==> config.mk <==
export PLATFORM = sky130hd
export DESIGN_NAME = rc4_input_frontend
export DESIGN_NICKNAME = d
export VERILOG_FILES = /design/src/rtl/rc4_pkg.sv /design/src/rtl/rc4_byte_fifo.sv /design/src/rtl/rc4_input_frontend.sv
export SDC_FILE = /design/constraint.sdc
export NUM_CORES = 1
export LEC_CHECK = 0
export CAP_MARGIN = 30
export CELL_PAD_IN_SITES_DETAIL_PLACEMENT = 1
export CELL_PAD_IN_SITES_GLOBAL_PLACEMENT = 1
export CORE_MARGIN = 3
export CORE_UTILIZATION = 39
export DETAILED_ROUTE_END_ITERATION = 10
export PLACE_DENSITY = 0.88
export REMOVE_ABC_BUFFERS = 1
export SLEW_MARGIN = 40
export SYNTH_ARGS = -nofsm -noshare
export SYNTH_HDL_FRONTEND = slang
export SYNTH_SLANG_ARGS = --single-unit
export TNS_END_PERCENT = 1
==> constraint.sdc <==
create_clock -name clock -period 3.54 [get_ports clock]
set_input_delay 0.708 -clock clock [delete_from_list [all_inputs] [get_ports clock]]
set_output_delay 0.708 -clock clock [all_outputs]
set_load 0.005 [all_outputs]
==> src/rtl/rc4_pkg.sv <==
// Shared types and widths for the RC4 input front end: FSM states and the
// tagged plaintext entry stored in the byte FIFO.
package rc4_pkg;

    localparam int KEY_W  = 128;
    localparam int BYTE_W = 8;

    typedef enum logic [1:0] {
        KEY     = 2'd0,
        HANDOFF = 2'd1,
        STREAM  = 2'd2
    } fe_state_t;

    typedef struct packed {
        logic              last;
        logic [BYTE_W-1:0] data;
    } fe_entry_t;

endpackage

==> src/rtl/rc4_byte_fifo.sv <==
// Small synchronous FIFO of last-tagged plaintext entries. Power-of-2 depth,
// so pointers wrap naturally; occupancy counter drives full/empty.
module rc4_byte_fifo
    import rc4_pkg::*;
#(
    parameter int DEPTH = 4
) (
    input  logic                         clock,
    input  logic                         rst_n,
    input  logic                         push_i,
    input  logic                         pop_i,
    input  logic [$bits(fe_entry_t)-1:0] din_i,
    output logic [$bits(fe_entry_t)-1:0] dout_o,
    output logic                         full_o,
    output logic                         empty_o
);

    localparam int ENTRY_W = $bits(fe_entry_t);
    localparam int PTR_W   = $clog2(DEPTH);
    localparam int CNT_W   = PTR_W + 1;

    logic [ENTRY_W-1:0] mem_q [DEPTH];
    logic [PTR_W-1:0]   wr_ptr_q;
    logic [PTR_W-1:0]   wr_ptr_d;
    logic [PTR_W-1:0]   rd_ptr_q;
    logic [PTR_W-1:0]   rd_ptr_d;
    logic [CNT_W-1:0]   count_q;
    logic [CNT_W-1:0]   count_d;
    logic               push_ok_s;
    logic               pop_ok_s;

    assign full_o    = (count_q == CNT_W'(DEPTH));
    assign empty_o   = (count_q == {CNT_W{1'b0}});
    assign push_ok_s = push_i && !full_o;
    assign pop_ok_s  = pop_i && !empty_o;
    assign dout_o    = mem_q[rd_ptr_q];

    // Pointer and occupancy next-state
    always_comb begin
        wr_ptr_d = wr_ptr_q;
        rd_ptr_d = rd_ptr_q;
        count_d  = count_q;
        if (push_ok_s) begin
            wr_ptr_d = wr_ptr_q + PTR_W'(1);
        end else begin
            wr_ptr_d = wr_ptr_q;
        end
        if (pop_ok_s) begin
            rd_ptr_d = rd_ptr_q + PTR_W'(1);
        end else begin
            rd_ptr_d = rd_ptr_q;
        end
        if (push_ok_s && !pop_ok_s) begin
            count_d = count_q + CNT_W'(1);
        end else if (!push_ok_s && pop_ok_s) begin
            count_d = count_q - CNT_W'(1);
        end else begin
            count_d = count_q;
        end
    end

    // Pointer and occupancy registers
    always_ff @(posedge clock) begin
        if (!rst_n) begin
            wr_ptr_q <= {PTR_W{1'b0}};
            rd_ptr_q <= {PTR_W{1'b0}};
            count_q  <= {CNT_W{1'b0}};
        end else begin
            wr_ptr_q <= wr_ptr_d;
            rd_ptr_q <= rd_ptr_d;
            count_q  <= count_d;
        end
    end

    // Storage is cleared on reset so the head byte is never X
    always_ff @(posedge clock) begin
        if (!rst_n) begin
            for (int i = 0; i < DEPTH; i++) begin
                mem_q[i] <= {ENTRY_W{1'b0}};
            end
        end else if (push_ok_s) begin
            mem_q[wr_ptr_q] <= din_i;
        end
    end

endmodule

==> src/rtl/rc4_input_frontend.sv <==
// Byte-stream front end for the RC4 encryptor: collects the key, hands it over
// with a one-cycle strobe, then feeds buffered plaintext until the last byte.
module rc4_input_frontend
    import rc4_pkg::*;
#(
    parameter int KEY_BYTES  = 16,
    parameter int FIFO_DEPTH = 4
) (
    input  logic                          clock,
    input  logic                          rst_n,
    input  logic [BYTE_W-1:0]             in_byte,
    input  logic                          in_valid,
    input  logic                          in_last,
    output logic                          in_ready,
    output logic [KEY_BYTES*BYTE_W-1:0]   key,
    output logic                          valid_key,
    input  logic                          ready_for_key,
    output logic [BYTE_W-1:0]             plaintext,
    output logic                          valid_din,
    input  logic                          ready_for_plaintext,
    output logic                          msg_done,
    output logic                          key_err
);

    localparam int KW    = KEY_BYTES * BYTE_W;
    localparam int CNT_W = (KEY_BYTES > 1) ? $clog2(KEY_BYTES) : 1;

    fe_state_t        state_q;
    fe_state_t        state_d;
    logic [CNT_W-1:0] cnt_q;
    logic [CNT_W-1:0] cnt_d;
    logic [KW-1:0]    key_q;
    logic [KW-1:0]    key_d;
    logic             last_seen_q;
    logic             last_seen_d;
    logic             valid_key_q;
    logic             valid_key_d;
    logic             msg_done_q;
    logic             msg_done_d;
    logic             key_err_q;
    logic             key_err_d;

    logic             ready_s;
    logic             accept_s;
    logic             push_s;
    logic             pop_s;
    logic             fifo_full_s;
    logic             fifo_empty_s;
    fe_entry_t        push_entry_s;
    fe_entry_t        head_s;

    rc4_byte_fifo #(
        .DEPTH (FIFO_DEPTH)
    ) u_fifo (
        .clock   (clock),
        .rst_n   (rst_n),
        .push_i  (push_s),
        .pop_i   (pop_s),
        .din_i   (push_entry_s),
        .dout_o  (head_s),
        .full_o  (fifo_full_s),
        .empty_o (fifo_empty_s)
    );

    // Readiness by state; a tagged last byte already queued blocks further input
    always_comb begin
        ready_s = 1'b0;
        case (state_q)
            KEY:     ready_s = 1'b1;
            HANDOFF: ready_s = !fifo_full_s && !last_seen_q;
            STREAM:  ready_s = !fifo_full_s && !last_seen_q;
            default: ready_s = 1'b0;
        endcase
    end

    assign in_ready     = ready_s && rst_n;
    assign accept_s     = in_valid && in_ready;
    assign push_s       = accept_s && (state_q != KEY);
    assign push_entry_s = {in_last, in_byte};
    // Plaintext is held back during the key strobe cycle so the key always lands first
    assign valid_din    = (state_q == STREAM) && !valid_key_q && !fifo_empty_s;
    assign pop_s        = valid_din && ready_for_plaintext;

    // FSM next-state, key shifting and pulse generation
    always_comb begin
        state_d     = state_q;
        cnt_d       = cnt_q;
        key_d       = key_q;
        last_seen_d = last_seen_q;
        valid_key_d = 1'b0;
        msg_done_d  = 1'b0;
        key_err_d   = 1'b0;
        case (state_q)
            KEY: begin
                if (accept_s && in_last) begin
                    cnt_d     = {CNT_W{1'b0}};
                    key_d     = {KW{1'b0}};
                    key_err_d = 1'b1;
                end else if (accept_s) begin
                    key_d = {in_byte, key_q[KW-1:BYTE_W]};
                    if (cnt_q == CNT_W'(KEY_BYTES - 1)) begin
                        cnt_d   = {CNT_W{1'b0}};
                        state_d = HANDOFF;
                    end else begin
                        cnt_d = cnt_q + CNT_W'(1);
                    end
                end else begin
                    state_d = KEY;
                end
            end
            HANDOFF: begin
                if (push_s && in_last) begin
                    last_seen_d = 1'b1;
                end else begin
                    last_seen_d = last_seen_q;
                end
                if (ready_for_key) begin
                    valid_key_d = 1'b1;
                    state_d     = STREAM;
                end else begin
                    state_d = HANDOFF;
                end
            end
            STREAM: begin
                if (pop_s && head_s.last) begin
                    msg_done_d  = 1'b1;
                    last_seen_d = 1'b0;
                    cnt_d       = {CNT_W{1'b0}};
                    state_d     = KEY;
                end else if (push_s && in_last) begin
                    last_seen_d = 1'b1;
                end else begin
                    last_seen_d = last_seen_q;
                end
            end
            default: begin
                state_d     = KEY;
                cnt_d       = {CNT_W{1'b0}};
                key_d       = {KW{1'b0}};
                last_seen_d = 1'b0;
            end
        endcase
    end

    // State, key and strobe registers
    always_ff @(posedge clock) begin
        if (!rst_n) begin
            state_q     <= KEY;
            cnt_q       <= {CNT_W{1'b0}};
            key_q       <= {KW{1'b0}};
            last_seen_q <= 1'b0;
            valid_key_q <= 1'b0;
            msg_done_q  <= 1'b0;
            key_err_q   <= 1'b0;
        end else begin
            state_q     <= state_d;
            cnt_q       <= cnt_d;
            key_q       <= key_d;
            last_seen_q <= last_seen_d;
            valid_key_q <= valid_key_d;
            msg_done_q  <= msg_done_d;
            key_err_q   <= key_err_d;
        end
    end

    assign key       = key_q;
    assign valid_key = valid_key_q;
    assign msg_done  = msg_done_q;
    assign key_err   = key_err_q;
    assign plaintext = head_s.data;

endmodule

# Word level (Yosys, flattened, before mapping)

Memories as Yosys holds them, arrays and structs flattened. A register that Yosys moved wholly into a read port is not among the register bits.
Index checks and enable logic that the tools add are counted.

Register bits after elaboration: 145
Memory bits (writable): 36
Bits of input ports: 14
Output and inout port bits: 141
Memories: 1

Memory list:

| name         | words | bits a word | read ports | clocked after memory_dff | write ports | line                | RTL |
|---|---|---|---|---|---|---|---|
| u_fifo.mem_q | 4     | 9           | 1          | 1                        | 4           | rc4_byte_fifo.sv:22 | `logic [ENTRY_W-1:0] mem_q [DEPTH];` |

Add/sub/neg operators: 5
Equal/unequal tests: 8
Multiplexer cells: 32
Bitwise logic cells: 2
Reduce and logical (&&, ||, !) cells: 32

Operators with widths:

| kind                | number |
|---|---|
| $mux 128            | 2 |
| $pmux 128 s2        | 1 |
| $mux 2              | 8 |
| $mux 4              | 4 |
| $logic_and 1x1->1   | 14 |
| $pmux 4 s3          | 1 |
| $mux 1              | 10 |
| $mux 9              | 1 |
| $reduce_or 9->1     | 1 |
| $reduce_and 2->1    | 4 |
| $logic_not 1->1     | 6 |
| $mux 3              | 2 |
| $ne 3x3->1 const B  | 2 |
| $pmux 2 s3          | 1 |
| $reduce_and 3->1    | 2 |
| $add 2x1->2 const B | 2 |
| $add 4x1->4 const B | 1 |
| $eq 4x4->1 const B  | 1 |
| $reduce_bool 2->1   | 2 |
| $add 3x1->3 const B | 1 |
| $eq 3x3->1 const B  | 1 |
| $logic_not 3->1     | 1 |
| $pmux 1 s3          | 1 |
| $sub 3x1->3 const B | 1 |
| 8 further kinds     | 9 |

# Logic depth before layout (Yosys ltp)

Gate-level depths: netlist of run 1.

Word-level depth: 13
Gate-level depth with buffers: 12

# Cells and area by module

A second synthesis of run 1 with hierarchy kept.

Cells, all modules: 631
Area total of the unflattened synthesis: 7285.7 µm²

Modules (own cells, without submodules):

| module             | times used | cells each | area each (µm²) | seq. area each (µm²) |
|---|---|---|---|---|
| rc4_input_frontend | 1          | 496        | 5245.0          | 2762.6 |
| rc4_byte_fifo      | 1          | 135        | 2040.7          | 1261.2 |

# Worst setup path after synthesis of run 1

OpenSTA, ideal clock, no wires.

Kind: input to register
Start: in rst_n
End: reg u_fifo.count_q[2]
Arrival: 2.881 ns
Required time: 3.464 ns
Setup slack: 0.583 ns
Stages: 11
Buffers on the path: 2
Cells stage by stage: buf_4 -> nand3b_2 -> a2111o_1 -> buf_2 -> inv_2 -> ha_1 -> inv_1 -> fa_1 -> xor2_1 -> or3_1 -> a21boi_0

Cells in the longest elaborated chain, start to end: 7
Elaborated cells between the ends (all ways): 9

RTL lines:

| item                               | line                     | RTL |
|---|---|---|
| start: declaration                 | rc4_input_frontend.sv:10 | `input logic rst_n,` |
| $logic_and 1x1->1 (*)              | rc4_input_frontend.sv:76 | `assign in_ready = ready_s && rst_n;` |
| $logic_and 1x1->1 (*)              | rc4_input_frontend.sv:77 | `assign accept_s = in_valid && in_ready;` |
| $logic_and 1x1->1 (*)              | rc4_input_frontend.sv:78 | `assign push_s = accept_s && (state_q != KEY);` |
| $logic_and 1x1->1 (*)              | rc4_byte_fifo.sv:34      | `assign push_ok_s = push_i && !full_o;` |
| net u_fifo.push_ok_s               | rc4_byte_fifo.sv:29      | `logic push_ok_s;` |
| $logic_not 1->1                    | rc4_byte_fifo.sv:55      | `end else if (!push_ok_s && pop_ok_s) begin` |
| $logic_and 1x1->1                  | rc4_byte_fifo.sv:55      |  |
| $reduce_bool 2->1 (no source line) | -                        |  |
| end signal: assignment             | rc4_byte_fifo.sv:67      | `count_q <= {CNT_W{1'b0}};` |
| end signal: assignment             | rc4_byte_fifo.sv:71      | `count_q <= count_d;` |
| end: declaration                   | rc4_byte_fifo.sv:27      | `logic [CNT_W-1:0] count_q;` |

The timed path passes the listed nets; every way through them passes the cells marked *.
A chain may end at the register's enable or synchronous reset.

# Worst setup path in the final report of run 1

Start: reg state_q[0]
End: out in_ready

Cells in the longest elaborated chain, start to end: 4
Elaborated cells between the ends (all ways): 6

RTL lines:

| item                                            | line                      | RTL |
|---|---|---|
| start: declaration                              | rc4_input_frontend.sv:28  | `fe_state_t state_q;` |
| start signal: assignment                        | rc4_input_frontend.sv:156 | `state_q <= state_d;` |
| $eq 2x2->1 / $eq 2x1->1 (equally long branches) | rc4_input_frontend.sv:68  | `case (state_q)` |
| $reduce_or 2->1 (no source line)                | -                         |  |
| $pmux 1 s2 (*)                                  | rc4_input_frontend.sv:68  |  |
| $logic_and 1x1->1 (*)                           | rc4_input_frontend.sv:76  |  |
| end: declaration                                | rc4_input_frontend.sv:14  | `output logic in_ready,` |

Mark *: on every way between the ends. The rest lies on a longest branch, timed or not.

==> results.sh, run 1 <==
export IMPL_synth_cells=632
export IMPL_clock_tree_from_tritoncts="built"
export IMPL_hold_path_startpoint="cnt_q[1]"
export IMPL_r2r_slack_ns=0.61
export IMPL_drt_first_iter_violations=303
export IMPL_timing_hold_worst_class="flip-flop to flip-flop"
export IMPL_seq_total_area_yosys=0.564
export IMPL_grt_pass1_vias=5824
export IMPL_num_antenna_cells=0
export IMPL_grt_ovfl_total=0
export IMPL_detailed_route_drc_error_count=0
export IMPL_static_leakage_power_nw=3.09
export IMPL_worst_path_max_delay_cell="clkdlybuf4s50_1"
export IMPL_setup_worst_path_class="flip-flop to output pin"
export IMPL_detailed_place_hpwl_mm=12.8
export IMPL_post_synthesis_sequential_element_count=183
export IMPL_worst_path_buf_inv=2
export IMPL_period_share=0.863
export IMPL_timing_fmax_mhz=327
export IMPL_ctsLongestPathBuffers=2
export IMPL_ys_top_cells_by_area="dfxtp_1, edfxtp_1, a22oi_1"
export IMPL_yosysTopAreaCell="dfxtp_1"
export IMPL_starting_density_of_the_core=0.406
export IMPL_number_of_distinct_library_cells_after_synthesis=49
export IMPL_layoutNonFillerInstCount=1004
export IMPL_post_synth_top_count_cell="dfxtp_1"
export IMPL_timing_final_crit_period_ns=3.06
export IMPL_critPathMaxFanout=4
export IMPL_gp_congestion=0.790
export IMPL_drt_first_pass_iters=4
export IMPL_final_hold_vio_count=0
export IMPL_timing_worst_slew_pin_value_ns=0.699
export IMPL_vdd_drop_max_mv=0.320
export IMPL_routed_via_density=5.39
export IMPL_cp_data_arrival_time_ns=2.35
export IMPL_h_tree_depth=4
export IMPL_reg2reg_start="state_q[0]"
export IMPL_dieArea_um2=20000
export IMPL_total_power_per_unit_cell_area_nw_per_um2=451
export IMPL_setup_slack_ns=0.485
export IMPL_grt_antenna_before_repair=0
export IMPL_syn_avg_cell_area_um2=11.3
export IMPL_postLayoutCellArea_um2=9440
export IMPL_numClockSinks=183
export IMPL_drive_gt1_frac=0.0757
export IMPL_worst_path_stages=7
export IMPL_pre_cts_slack_ns=0.0919
export IMPL_skew_ns=0.0117
export IMPL_dieWidth_um=141
export IMPL_clk_root_buffer_cell="clkbuf_16"
export IMPL_fill_cells=1866
export IMPL_grt_start_max_net_pins=83
export IMPL_via_count=5415
export IMPL_drv_max_cap_violation_count=0
export IMPL_place_detailed_instances=972
export IMPL_rows=48
export IMPL_finish_net_count=787
export IMPL_port_buffer_count=154
export IMPL_clock_transition_time_at_the_flip_flop_clock_pins_of_the_worst_setup_and_hold_paths_ns=0.07
export IMPL_crit_path_end_kind="output pin"
export IMPL_wire_per_inst_um=19.3
export IMPL_cp_top_family="buffers and inverters"
export IMPL_final_setup_tns_ns=0
export IMPL_timing_final_setup_violations=0
export IMPL_min_to="cnt_q[1]"
export IMPL_cell_area_after_synthesis_um2=7140
export IMPL_synth_edff_count=36
export IMPL_flow_area_growth_from_synthesis_pct=32.3
export IMPL_antenna_violating_nets_post_route=0
export IMPL_utilization=0.536
export IMPL_synth_common_cells="dfxtp_1, nor2b_1, a22oi_1"
export IMPL_rsz0062_at_grt="no"
export IMPL_cp_start_kind="flip-flop"
export IMPL_worst_ep_required_time_ns=2.83
export IMPL_drv_slew=0
export IMPL_core_area_um2=17600
export IMPL_cts_post_setup_buffers_inserted=0
export IMPL_worst_hold_path_num_cells=2
export IMPL_synthArstFlopShare=0
export IMPL_worst_skew_pair_late_latency_ns=0.43
export IMPL_reg2reg_to="u_fifo.count_q[2]"
export IMPL_slew_limit_headroom=0.533
export IMPL_postPlaceCellArea_um2=8880
export IMPL_detail_route_wirelength_mm=19.4
export IMPL_grt_pass1_wl_mm=31.3
export IMPL_yosys_warnings=0
export IMPL_crit_chain="inv_1, ha_1, nand2b_1, a21oi_1, nor2_1, nor3b_1, clkdlybuf4s50_1"
export IMPL_die_height_um=141
export IMPL_global_route_usage_total=0.195
export IMPL_tritoncts_num_buffers=17
export IMPL_io_pin_count=155
export IMPL_outcome="completed"
export IMPL_synth_ff_type="dfxtp_1"
export IMPL_postCtsHoldBufs=0
export IMPL_cts_resized_gates=0
export IMPL_r2r_cells=11
export IMPL_critical_path_max_stage_delay_ns=0.53
export IMPL_yosysTopAreaCellShare=0.412
## metrics by stage
stage	total power, mW	hold slack (ns)
after floorplan	2.34	0.440
after global placement	2.47	0.456
after detailed placement	2.48	0.474
after CTS	4.31	0.513
after global routing	4.42	0.537
final	4.26	0.514
## power by group
part	internal, mW	switching, mW
combinational	0.0983	0.179
clock	0.997	0.827
sequential	2.14	0.0141
## worst max-delay path by stage
| stage | from | end |
|---|---|---|
| CTS | state_q[0] | in_ready |
| detailed placement | in_valid | u_fifo.count_q[2] |
| global placement | in_valid | u_fifo.count_q[2] |
| floorplan | rst_n | key[0] |
| finish | state_q[0] | in_ready |
| global route | state_q[0] | in_ready |
## layout by cell type (no fill, tap or decap), types with 4 or more instances in the layout
cell type,Yosys,routed
ha_1,6,6
mux4_2,8,8
clkdlybuf4s50_1,0,153
o21ai_0,5,5
dfxtp_1,147,147
inv_1,5,5
nor2_1,6,6
and2_1,39,39
nand2_1,8,8
clkbuf_16,0,17
mux2i_1,4,4
a22oi_1,129,129
nand2b_1,5,5
buf_4,1,9
edfxtp_1,36,36
nor2b_1,134,134
nand3_1,8,8
## final cells by class
cell class,count,area (um2),share of cell area
clock buffer,19,443,0.0469
clock inverter,13,121,0.0129
inverter,6,22.5,0.00239
multi-input combinational,393,2890,0.306
sequential,183,4020,0.426
tap,225,282,0.0298
timing repair buffer,165,1660,0.176
## per-layer routing
layer | track usage | routed length (um) | share of wire | up-vias
met3 | 0.0549 | 925 | 0.048 | 33
met1 | 0.229 | 7900 | 0.41 | 2714
met4 | 0.0607 | 422 | 0.022 | 0
met5 | 0 | 0 | 0 | -
met2 | 0.344 | 10100 | 0.52 | 125
li1 | - | - | - | 2543
## flip-flops by register name, summed over array words and instances, names as in the netlist, 2 cells and up, named ones only
register and count:
state_q 2, u_fifo.wr_ptr_q 2, cnt_q 4, u_fifo.count_q 3, u_fifo.mem_q 36, u_fifo.rd_ptr_q 2, key 128
## tightest hold or removal path, stage by stage, from the launching register on
cell,delay [ns]
dfxtp_1,0.33
nand2_1,0.06
mux2i_1,0.07
## kinds of logic after synthesis
kind of cell,after synthesis,synth area share
AO/OA/AOI/OAI,152,0.163
AND/OR/NAND/NOR,218,0.191
multiplexers,12,0.0309
flip-flops,183,0.564
XOR/XNOR,4,0.00491
buffers and inverters,56,0.0331
adder cells (fa/ha/maj),7,0.0133
(Power assumes the default switching activity.)
==> inputs of run 2 (changes only) <==
- CAP_MARGIN: 30 -> default
- CORE_UTILIZATION: 39 -> 25
- PLACE_DENSITY: 0.88 -> 0.64
- SLEW_MARGIN: 40 -> 20
==> run 2 against run 1 <==
  * First-iteration DRC count shrank 15%
  * Highest routed layer unchanged
  * Register-to-register slack gained 0.20 ns
  * Flip-flop and latch count is the same
  * Largest power group unchanged
  * Critical path depth is the same
  * Fmax grew 1.3%
==> results.sh, run 2 (same netlist as run 1, synthesis figures left out) <==
export IMPL_outcome="completed"
export IMPL_most_common_layout_cells="clkdlybuf4s50_1, dfxtp_1, nor2b_1, a22oi_1, and2_1"
export IMPL_r2r_slack_ns=0.81
export IMPL_r2r_cells=10
export IMPL_timing_fmax_mhz=331
export IMPL_ctsLongestPathBuffers=2
export IMPL_drt_first_iter_violations=257
export IMPL_crit_path_end_kind="output pin"
export IMPL_detail_route_wirelength_mm=19.2
export IMPL_worst_ep_required_time_ns=2.83
export IMPL_grt_pass1_vias=5461
export IMPL_routed_via_density=4.55
export IMPL_antenna_violating_nets_post_route=0
export IMPL_via_count=5257
export IMPL_largest_reg_flops=128
export IMPL_layoutNonFillerInstCount=1156
export IMPL_sequential_fraction_of_design_power=0.501
export IMPL_global_route_usage_total=0.127
export IMPL_period_share=0.852
export IMPL_detailed_place_hpwl_mm=12.0
export IMPL_clk_root_buffer_cell="clkbuf_16"
export IMPL_hold_path_startpoint="cnt_q[3]"
export IMPL_timing_final_crit_period_ns=3.02
export IMPL_static_leakage_power_nw=3.08
export IMPL_num_antenna_cells=0
export IMPL_critPathMaxFanout=4
export IMPL_cts_resized_gates=0
export IMPL_place_detailed_instances=1124
export IMPL_drv_slew=0
export IMPL_vdd_drop_max_mv=0.270
export IMPL_reg2reg_start="state_q[0]"
export IMPL_timing_hold_worst_class="flip-flop to flip-flop"
export IMPL_tritoncts_num_buffers=17
export IMPL_report_power_total_mw=4.30
export IMPL_grt_pass1_wl_mm=31.4
export IMPL_starting_density_of_the_core=0.255
export IMPL_cp_start_kind="flip-flop"
export IMPL_sw_frac_of_total=0.255
export IMPL_share_comb_of_total_power=0.065
export IMPL_drt_first_pass_iters=4
export IMPL_postPlaceCellArea_um2=9050
export IMPL_most_common_cell_after_layout_fill_and_taps_aside="clkdlybuf4s50_1"
export IMPL_power_internal_mw=3.21
export IMPL_clock_tree_from_tritoncts="built"
export IMPL_utilization=0.344
export IMPL_total_power_per_unit_cell_area_nw_per_um2=447
export IMPL_detailed_route_drc_error_count=0
export IMPL_grt_start_max_net_pins=129
export IMPL_wire_per_inst_um=16.6
export IMPL_reg2reg_to="u_fifo.count_q[2]"
export IMPL_gp_congestion=0.684
export IMPL_skew_ns=0.0121
export IMPL_drive_gt1_frac=0.0758
export IMPL_setup_worst_path_class="flip-flop to output pin"
export IMPL_grt_antenna_before_repair=0
export IMPL_port_buffer_count=154
export IMPL_timing_worst_slew_pin_value_ns=0.730
export IMPL_die_height_um=175
export IMPL_drv_max_cap_violation_count=0
export IMPL_min_to="cnt_q[3]"
export IMPL_h_tree_depth=4
export IMPL_dieArea_um2=30600
export IMPL_p_switching_mw=1.10
export IMPL_timing_final_setup_violations=0
export IMPL_flow_area_growth_from_synthesis_pct=34.7
export IMPL_worst_hold_path_num_cells=1
export IMPL_clock_transition_time_at_the_flip_flop_clock_pins_of_the_worst_setup_and_hold_paths_ns=0.07
export IMPL_grt_ovfl_total=0
export IMPL_final_hold_vio_count=0
export IMPL_dieWidth_um=175
export IMPL_rsz0062_at_grt="no"
export IMPL_postCtsHoldBufs=0
export IMPL_share_clk_of_total_power=0.434
export IMPL_holdWs_ns=0.479
export IMPL_cp_data_arrival_time_ns=2.31
export IMPL_rows=61
export IMPL_io_pin_count=155
export IMPL_slew_limit_headroom=0.513
export IMPL_cts_post_setup_buffers_inserted=0
export IMPL_core_area_um2=27900
export IMPL_worst_skew_pair_late_latency_ns=0.43
export IMPL_numClockSinks=183
export IMPL_finish_net_count=786
export IMPL_postLayoutCellArea_um2=9620
==> run 2: cell types whose count changed in the layout (fill, tap and decap cells not counted) <==
cell | before | now
inv_6 | 3 | 2
bufinv_16 | 1 | 0
clkinv_1 | 2 | 0
buf_12 | 3 | 2
clkinvlp_4 | 2 | 4
inv_8 | 1 | 3
clkbuf_1 | 1 | 2
clkbuf_16 | 17 | 18
clkinv_8 | 0 | 1
clkbuf_8 | 1 | 0
clkinv_4 | 3 | 1
==> run 2: area by class of cell <==
type | instances | area, um2
fill | 3077 | 18300
multi-input combinational | 393 | 2890
sequential | 183 | 4020
inverter | 6 | 22.5
clock buffer | 20 | 458
timing repair buffer | 164 | 1640
clock inverter | 12 | 111
tap | 378 | 473
==> run 2: layer usage <==
| layer | vias to the layer above | track usage | share of wire |
|---|---|---|---|
| li1 | 2541 | - | - |
| met1 | 2599 | 0.168 | 0.47 |
| met2 | 97 | 0.198 | 0.46 |
| met3 | 20 | 0.0461 | 0.062 |
| met4 | 0 | 0.0349 | 0.012 |
| met5 | - | 0 | 0 |
==> run 2: worst max path at each step <==
stage,from,to,slack (ns)
finish,state_q[0],in_ready,0.52
global route,state_q[1],in_ready,0.30
CTS,state_q[0],in_ready,0.46
detailed placement,in_valid,u_fifo.count_q[2],0.27
global placement,in_valid,u_fifo.count_q[2],0.31
floorplan,rst_n,key[0],-4.69
==> run 2: worst max-delay path, stage by stage (launching register included) <==
cell	delay, ns
dfxtp_1	0.39
inv_1	0.08
ha_1	0.37
nand2b_1	0.09
a21oi_1	0.12
nor2_1	0.05
nor3b_1	0.23
clkdlybuf4s50_1	0.54
==> run 2: stage by stage <==
stage                     TNS (ns)  setup slack (ns)
after floorplan            -600.87             -4.69
after global placement           0             0.313
after detailed placement         0             0.266
after CTS                        0             0.461
after global routing             0             0.302
final                            0             0.523
==> run 2: power by group through the flow <==
stage	logic [mW]	clock network [mW]	registers [mW]
floorplan	0.141	0	2.20
global placement	0.284	0	2.20
detailed placement	0.283	0	2.20
CTS	0.284	1.93	2.16
global route	0.307	2.02	2.16
finish	0.278	1.87	2.16
==> inputs of run 3 (changes only) <==
- CORE_UTILIZATION: 25 -> 39
- PLACE_DENSITY: 0.64 -> 0.88
==> results of run 3 <==
No change in the layout: final DEF, timing and power equal those of run 1.
